<file path="src/rtl/gshare_predictor_pkg.sv">
// Shared types and constants for the gshare branch predictor.
// Holds the 2-bit saturating counter type and the in-flight entry layout.
package gshare_predictor_pkg;

    localparam int BP_GHR_W      = 8;
    localparam int BP_FIFO_DEPTH = 4;

    typedef logic [1:0] bp_ctr_t;

    typedef struct packed {
        logic [BP_GHR_W-1:0] idx;
        logic                pred;
    } bp_entry_t;

    function automatic bp_ctr_t bp_ctr_update(input bp_ctr_t ctr, input logic taken);
        bp_ctr_t nxt;
        nxt = ctr;
        if (taken && ctr != 2'b11)
            nxt = ctr + 2'd1;
        else if (!taken && ctr != 2'b00)
            nxt = ctr - 2'd1;
        return nxt;
    endfunction

endpackage

</file>
<file path="src/rtl/gshare_predictor_inflight_fifo.sv">
// Circular buffer of unresolved predictions between IF and EX.
// Pop only when non-empty; push accepted when not full or popping; clear wins over push.
module bp_inflight_fifo #(
    parameter int DEPTH = 4,
    parameter int W     = 9
) (
    input  logic                     clk,
    input  logic                     reset_n,
    input  logic                     push,
    input  logic                     pop,
    input  logic                     clear,
    input  logic [W-1:0]             wdata,
    output logic [W-1:0]             rdata,
    output logic                     full,
    output logic                     empty,
    output logic [$clog2(DEPTH):0]   count
);

    localparam int PW = $clog2(DEPTH);
    localparam logic [PW:0] FULL_CNT = (PW+1)'(DEPTH);

    logic [W-1:0]  mem [DEPTH];
    logic [PW-1:0] wr_ptr;
    logic [PW-1:0] rd_ptr;
    logic          do_push;
    logic          do_pop;

    assign empty   = (count == '0);
    assign full    = (count == FULL_CNT);
    assign do_pop  = pop & ~empty;
    assign do_push = push & (~full | do_pop);
    assign rdata   = mem[rd_ptr];

    always_ff @(posedge clk or negedge reset_n) begin
        if (!reset_n) begin
            wr_ptr <= '0;
            rd_ptr <= '0;
            count  <= '0;
        end else if (clear) begin
            wr_ptr <= '0;
            rd_ptr <= '0;
            count  <= '0;
        end else begin
            if (do_push)
                wr_ptr <= wr_ptr + 1'b1;
            if (do_pop)
                rd_ptr <= rd_ptr + 1'b1;
            case ({do_push, do_pop})
                2'b10:   count <= count + 1'b1;
                2'b01:   count <= count - 1'b1;
                default: count <= count;
            endcase
        end
    end

    // Payload storage needs no reset: occupancy alone decides what is live.
    always_ff @(posedge clk) begin
        if (do_push && !clear)
            mem[wr_ptr] <= wdata;
    end

endmodule

</file>
<file path="src/rtl/gshare_predictor.sv">
// Gshare conditional-branch predictor with speculative/architectural history and
// an in-flight FIFO so EX resolution trains the exact PHT entry used at predict time.
module gshare_predictor
    import gshare_predictor_pkg::*;
#(
    parameter int      GHR_W      = BP_GHR_W,
    parameter int      FIFO_DEPTH = BP_FIFO_DEPTH,
    parameter bp_ctr_t CTR_INIT   = 2'b01
) (
    input  logic                          clk,
    input  logic                          reset_n,
    input  logic                          lookup_valid,
    input  logic [31:0]                   lookup_pc,
    output logic                          prediction,
    input  logic                          resolve_valid,
    input  logic                          resolve_taken,
    input  logic                          squash,
    output logic                          mispredict,
    output logic [$clog2(FIFO_DEPTH):0]   inflight,
    output logic                          err_overflow,
    output logic                          err_underflow
);

    typedef struct packed {
        logic [GHR_W-1:0] idx;
        logic             pred;
    } entry_t;

    bp_ctr_t          pht [2**GHR_W];
    logic [GHR_W-1:0] spec_ghr;
    logic [GHR_W-1:0] arch_ghr;
    logic [GHR_W-1:0] spec_nxt;
    logic [GHR_W-1:0] arch_nxt;
    logic [GHR_W-1:0] idx;
    entry_t           head;
    entry_t           wentry;
    logic             full;
    logic             empty;
    logic             resolve_ok;
    logic             kill;
    logic             push_ok;
    logic             overflow;
    logic             unused_pc;

    assign unused_pc  = ^{lookup_pc[31:GHR_W+2], lookup_pc[1:0]};

    assign idx        = lookup_pc[GHR_W+1:2] ^ spec_ghr;
    assign prediction = lookup_valid & pht[idx][1];

    assign resolve_ok = resolve_valid & ~empty;
    assign mispredict = resolve_ok & (resolve_taken != head.pred);
    assign kill       = mispredict | squash;
    assign push_ok    = lookup_valid & ~kill & (~full | resolve_ok);
    assign overflow   = lookup_valid & ~kill & full & ~resolve_ok;
    assign wentry     = '{idx: idx, pred: prediction};

    // A redirect rebuilds speculative history from the post-resolve architectural history.
    always_comb begin
        arch_nxt = arch_ghr;
        if (resolve_ok)
            arch_nxt = {arch_ghr[GHR_W-2:0], resolve_taken};
        spec_nxt = spec_ghr;
        if (kill)
            spec_nxt = arch_nxt;
        else if (push_ok)
            spec_nxt = {spec_ghr[GHR_W-2:0], prediction};
    end

    always_ff @(posedge clk or negedge reset_n) begin
        if (!reset_n) begin
            spec_ghr      <= '0;
            arch_ghr      <= '0;
            err_overflow  <= 1'b0;
            err_underflow <= 1'b0;
        end else begin
            spec_ghr <= spec_nxt;
            arch_ghr <= arch_nxt;
            if (overflow)
                err_overflow <= 1'b1;
            if (resolve_valid && empty)
                err_underflow <= 1'b1;
        end
    end

    always_ff @(posedge clk or negedge reset_n) begin
        if (!reset_n) begin
            for (int i = 0; i < 2**GHR_W; i++)
                pht[i] <= CTR_INIT;
        end else if (resolve_ok) begin
            pht[head.idx] <= bp_ctr_update(pht[head.idx], resolve_taken);
        end
    end

    bp_inflight_fifo #(
        .DEPTH (FIFO_DEPTH),
        .W     ($bits(entry_t))
    ) u_fifo (
        .clk     (clk),
        .reset_n (reset_n),
        .push    (push_ok),
        .pop     (resolve_ok),
        .clear   (kill),
        .wdata   (wentry),
        .rdata   (head),
        .full    (full),
        .empty   (empty),
        .count   (inflight)
    );

endmodule
</file>
<file path="config.mk">
export PLATFORM = sky130hd
export DESIGN_NAME = gshare_predictor
export DESIGN_NICKNAME = d
export VERILOG_FILES = /design/src/rtl/gshare_predictor_pkg.sv /design/src/rtl/gshare_predictor_inflight_fifo.sv /design/src/rtl/gshare_predictor.sv
export SDC_FILE = /design/constraint.sdc
export NUM_CORES = 2
export LEC_CHECK = 0
export ABC_AREA = 1
export BUFFER_PORTS_ARGS = -buffer_cell sky130_fd_sc_hd__buf_2
export CAP_MARGIN = 15
export CORE_UTILIZATION = 40
export CTS_CLUSTER_DIAMETER = 50
export CTS_CLUSTER_SIZE = 25
export DETAILED_ROUTE_END_ITERATION = 8
export PLACE_DENSITY_LB_ADDON = 0.08
export SLEW_MARGIN = 20
export SYNTH_ARGS = -nofsm -noshare
export SYNTH_HDL_FRONTEND = slang
export SYNTH_SLANG_ARGS = --single-unit
</file>
<file path="constraint.sdc">
create_clock -name clk -period 6.3 [get_ports clk]
set_input_delay 0.315 -clock clk [delete_from_list [all_inputs] [get_ports clk]]
set_output_delay 0.315 -clock clk [all_outputs]
set_load 0.01 [all_outputs]
</file>
==> impl_results.rst <==
.. list-table::
   :header-rows: 1

   * - Metric
     - Value
   * - Clock tree from TritonCTS
     - yes
   * - Required time reported for the critical path endpoint
     - between 6 and 7 ns
   * - Maximum number of pins on one net before global-route repair
     - around 140
   * - Global-route wire length before repair
     - 208000 µm
   * - HPWL Detailed
     - 82600 µm
   * - Post-CTS setup buffer count
     - 0
   * - Worst Path Arrival
     - 5.92 ns
   * - Area of the mapped netlist
     - ~34000 µm²
   * - Most frequent CP cell
     - nand2_1
   * - Top cell family by delay on the critical path
     - simple AND/OR/NAND/NOR gates
   * - Antenna diodes
     - 0
   * - Class of the tightest hold or removal check
     - in2reg
   * - Final period util
     - 84.8%
   * - Slew at the pin closest to its max-slew limit
     - about 1.1 ns
   * - Post-detailed-route wirelength per cell
     - between 20 and 25 µm
   * - Number of rows in the core area
     - approximately 110
   * - Remaining DRCs
     - 0
   * - Static leakage power
     - around 18 nW
   * - Y dimension of the die
     - between 200 and 300 µm
   * - Final routed wirelength across all metal layers
     - approximately 140000 µm
   * - Area taken by multi-input logic gates
     - around 16000 µm²
   * - Placer Congestion
     - 0.906
   * - Number of pins with negative max-slew slack in the final report
     - 0
   * - Total congestion overflow
     - 0
   * - Share of async-settable or async-resettable flops after synthesis
     - 93.7%
   * - Setup crit end kind
     - flop
   * - Area enclosed by the die boundary
     - 86000 µm²
   * - Worst Setup Start Kind
     - flop
   * - Number of warnings reported in the yosys synthesis log
     - 0
   * - Number of enable-type register cells in the synthesized netlist
     - 36
   * - Utilization after layout
     - about 46%
   * - Type of the worst setup path
     - reg2reg
   * - Boundary pin count
     - 45
   * - Number of antenna violations at the first check in global routing
     - 4
   * - Met3 Use GR
     - 4.72%
   * - Met2 global-route usage
     - around half
   * - Root Buffer Master
     - clkbuf_16
   * - Register bit count reported by yosys
     - roughly 570
   * - Number of hold violations in the final report
     - 0
   * - Starting utilization of the core area
     - 40.5%
   * - H-tree depth
     - 3
   * - # resized after CTS
     - 0
   * - Number of library cell types mapped by synthesis
     - 35
   * - Max-Cap Viols
     - 0
   * - Post-Syn Area per Cell
     - ~6.7 µm²
   * - Final sum of negative setup slack
     - 0 ns
   * - Total power draw
     - approximately 22 mW
   * - Ratio of routed vias to standard cells
     - about 5.4
   * - Total power density per cell area
     - between 500 and 600 nW/µm²
   * - Worst clock skew
     - approximately 0.031 ns
   * - IO Port Bufs
     - 20
   * - Final-layout fill cell count
     - approximately 8.6k
   * - Clock input transition at the sequential cells of the worst setup and hold paths
     - roughly 0.070 ns
   * - Final setup violation count
     - 0
   * - Worst-case headroom to the max-slew limit
     - 24.6%
   * - All-Layer GR Usage
     - roughly 32%
   * - Hold slack final
     - between 0.04 and 0.05 ns
   * - Horizontal die dimension
     - approximately 300 µm
   * - Run status
     - finished, final reports clean
   * - Area growth from synthesis to final layout
     - 14.3%
   * - Largest fanout of any net on the critical path
     - 95
   * - Number of nets with antenna violations after detailed routing
     - 0
   * - DRC violation total after the first TritonRoute iteration
     - approximately 3.7k
   * - Share of cells above drive strength 1
     - between 10% and 20%
   * - Post-synthesis net count
     - about 5.1k
   * - Busiest layer in global routing
     - met2
   * - Sequential cell area fraction in the yosys report
     - 43.7%
   * - Clock latency on the worst-skew pair
     - around 0.66 ns
   * - Post-route cell area
     - 38800 µm²
   * - Register cell area after layout
     - 14800 µm²
   * - Most used flip-flop cell after synthesis
     - dfrtp_1
   * - Hold Buf Count CTS
     - 3
   * - Slowest stage cell, crit path
     - dfrtp_1
   * - Top achievable clock speed
     - about 0.19 GHz
   * - Unrepaired setup endpoints after global routing
     - no
   * - Sink Count
     - between 500 and 600
   * - Instance count of the mapped netlist
     - between 5k and 6k
   * - Post-layout minimum cycle time
     - 5.34 ns
   * - Highest cell delay on the worst timing path
     - about 0.48 ns
   * - CORE AREA
     - roughly 84000 µm²
   * - Final net count
     - 5054
   * - Buffering stage count on the worst path with inverters included
     - 5
   * - Number of vias after detailed routing
     - 33.8k
   * - Number of iterations in the first detailed-routing pass
     - 6
   * - Cell Area, Placed
     - roughly 35000 µm²
   * - Met1 capacity usage during global routing
     - between 40% and 50%
   * - Worst-case clock buffer depth
     - 3
   * - Via count of the first global-routing pass
     - about 32k
   * - Total CTS buffers
     - 90
   * - Max IR drop VDD
     - 564 µV
## report_power, final
part	leakage, nW	switching [mW]	total (mW)	internal, mW
logic	9.82	8.19	10.8	2.59
registers	6.84	0.655	5.74	5.09
clock network	1.59	2.11	5.50	3.39
total	18.2	11.0	22.0	11.1
## cells by family after synthesis
logic type,share of synthesized area (%)
simple gates,42.6
fa+ha+maj,0.258
buf+inv,9.57
flops,43.7
compound gates,3.58
xor+xnor,0.284
## cell usage after synthesis (3+ instances only)
| cell | count | area share [%] |
|---|---|---|
| buf_4 | 9 | 0.20 |
| a32oi_1 | 3 | 0.077 |
| nand2_2 | 3 | 0.055 |
| dfstp_2 | 256 | 20 |
| nand3_1 | 821 | 12 |
| o21ai_1 | 55 | 0.81 |
| o21ai_0 | 92 | 1.4 |
| ha_1 | 7 | 0.26 |
| inv_2 | 4 | 0.044 |
| dfrtp_1 | 281 | 21 |
| a21oi_1 | 7 | 0.10 |
| clkbuf_1 | 129 | 1.4 |
| inv_1 | 450 | 5.0 |
| edfxtp_1 | 36 | 3.2 |
| xnor2_1 | 8 | 0.21 |
| nand2_1 | 2101 | 23 |
| buf_1 | 42 | 0.46 |
| buf_6 | 23 | 0.76 |
| o211ai_1 | 39 | 0.86 |
| nor3_1 | 162 | 2.4 |
| clkinv_1 | 11 | 0.12 |
| nor2_1 | 422 | 4.7 |
| buf_2 | 107 | 1.6 |
| o221ai_1 | 6 | 0.15 |
| xor2_1 | 3 | 0.077 |
| or2_2 | 5 | 0.092 |
## routing by layer
metal	vias to the layer above	share of wire [%]
li1	15876	-
met1	16253	43
met2	1431	45
met3	276	8.3
met4	2	3.8
met5	-	0.0093
## cell type report
class | instances | area share (%)
inverters | 465 | 4.52
flip-flops and latches | 573 | 38.3
clock buffers | 104 | 6.21
clock inverters | 65 | 2.31
multi-input cells | 3745 | 41.3
repair buffers | 134 | 3.77
well taps | 1134 | 3.66
## final timing paths
check	from	end	slack (ns)	cells after the start
worst max-delay path	u_fifo.rd_ptr[0]$_DFFE_PN0P_	pht[42]$_DFFE_PN1P_	0.96	25
worst min-delay path	resolve_taken	arch_ghr[0]$_DFF_PN0_	0.05	3
worst max register to register	u_fifo.rd_ptr[0]$_DFFE_PN0P_	pht[42]$_DFFE_PN1P_	0.96	25
min in group asynchronous	reset_n	pht[483]$_DFFE_PN0P_	0.30	2
worst min register to register	pht[282]$_DFFE_PN1P_	pht[282]$_DFFE_PN1P_	0.46	2
max in group asynchronous	reset_n	arch_ghr[2]$_DFF_PN0_	4.71	3
## layout by cell type (no fill, tap or decap), drive strengths merged, types with 8 or more instances in the layout
cell type / Yosys / final
inv: 454 / 466
clkinv: 11 / 40
nor3: 162 / 162
dfstp: 256 / 256
edfxtp: 36 / 36
o211ai: 39 / 39
xnor2: 8 / 8
clkbuf: 129 / 104
nand2: 2104 / 2104
nand3: 821 / 821
clkinvlp: 0 / 10
a21oi: 8 / 8
dfrtp: 281 / 281
bufinv: 0 / 14
buf: 181 / 131
o21ai: 147 / 147
nor2: 423 / 423
## flip-flops by register name, summed over array words and instances (netlist names)
signal,cells
arch_ghr,8
err_overflow,1
err_underflow,1
pht,512
spec_ghr,8
u_fifo.count,3
u_fifo.mem,36
u_fifo.rd_ptr,2
u_fifo.wr_ptr,2
## worst min-delay path: cells and delay by family
family                 cells  cell delay, ns
AOI/OAI and AO/OA          1            0.10
buffers and inverters      2            0.24
## metrics by stage
step,setup WS (ns),cells
final,0.960,6220
after global routing,0.569,6220
after CTS,0.991,6220
after detailed placement,1.04,6048
after global placement,1.12,6048
after floorplan,3.08,5093
Power figures use the tool's default switching activity.
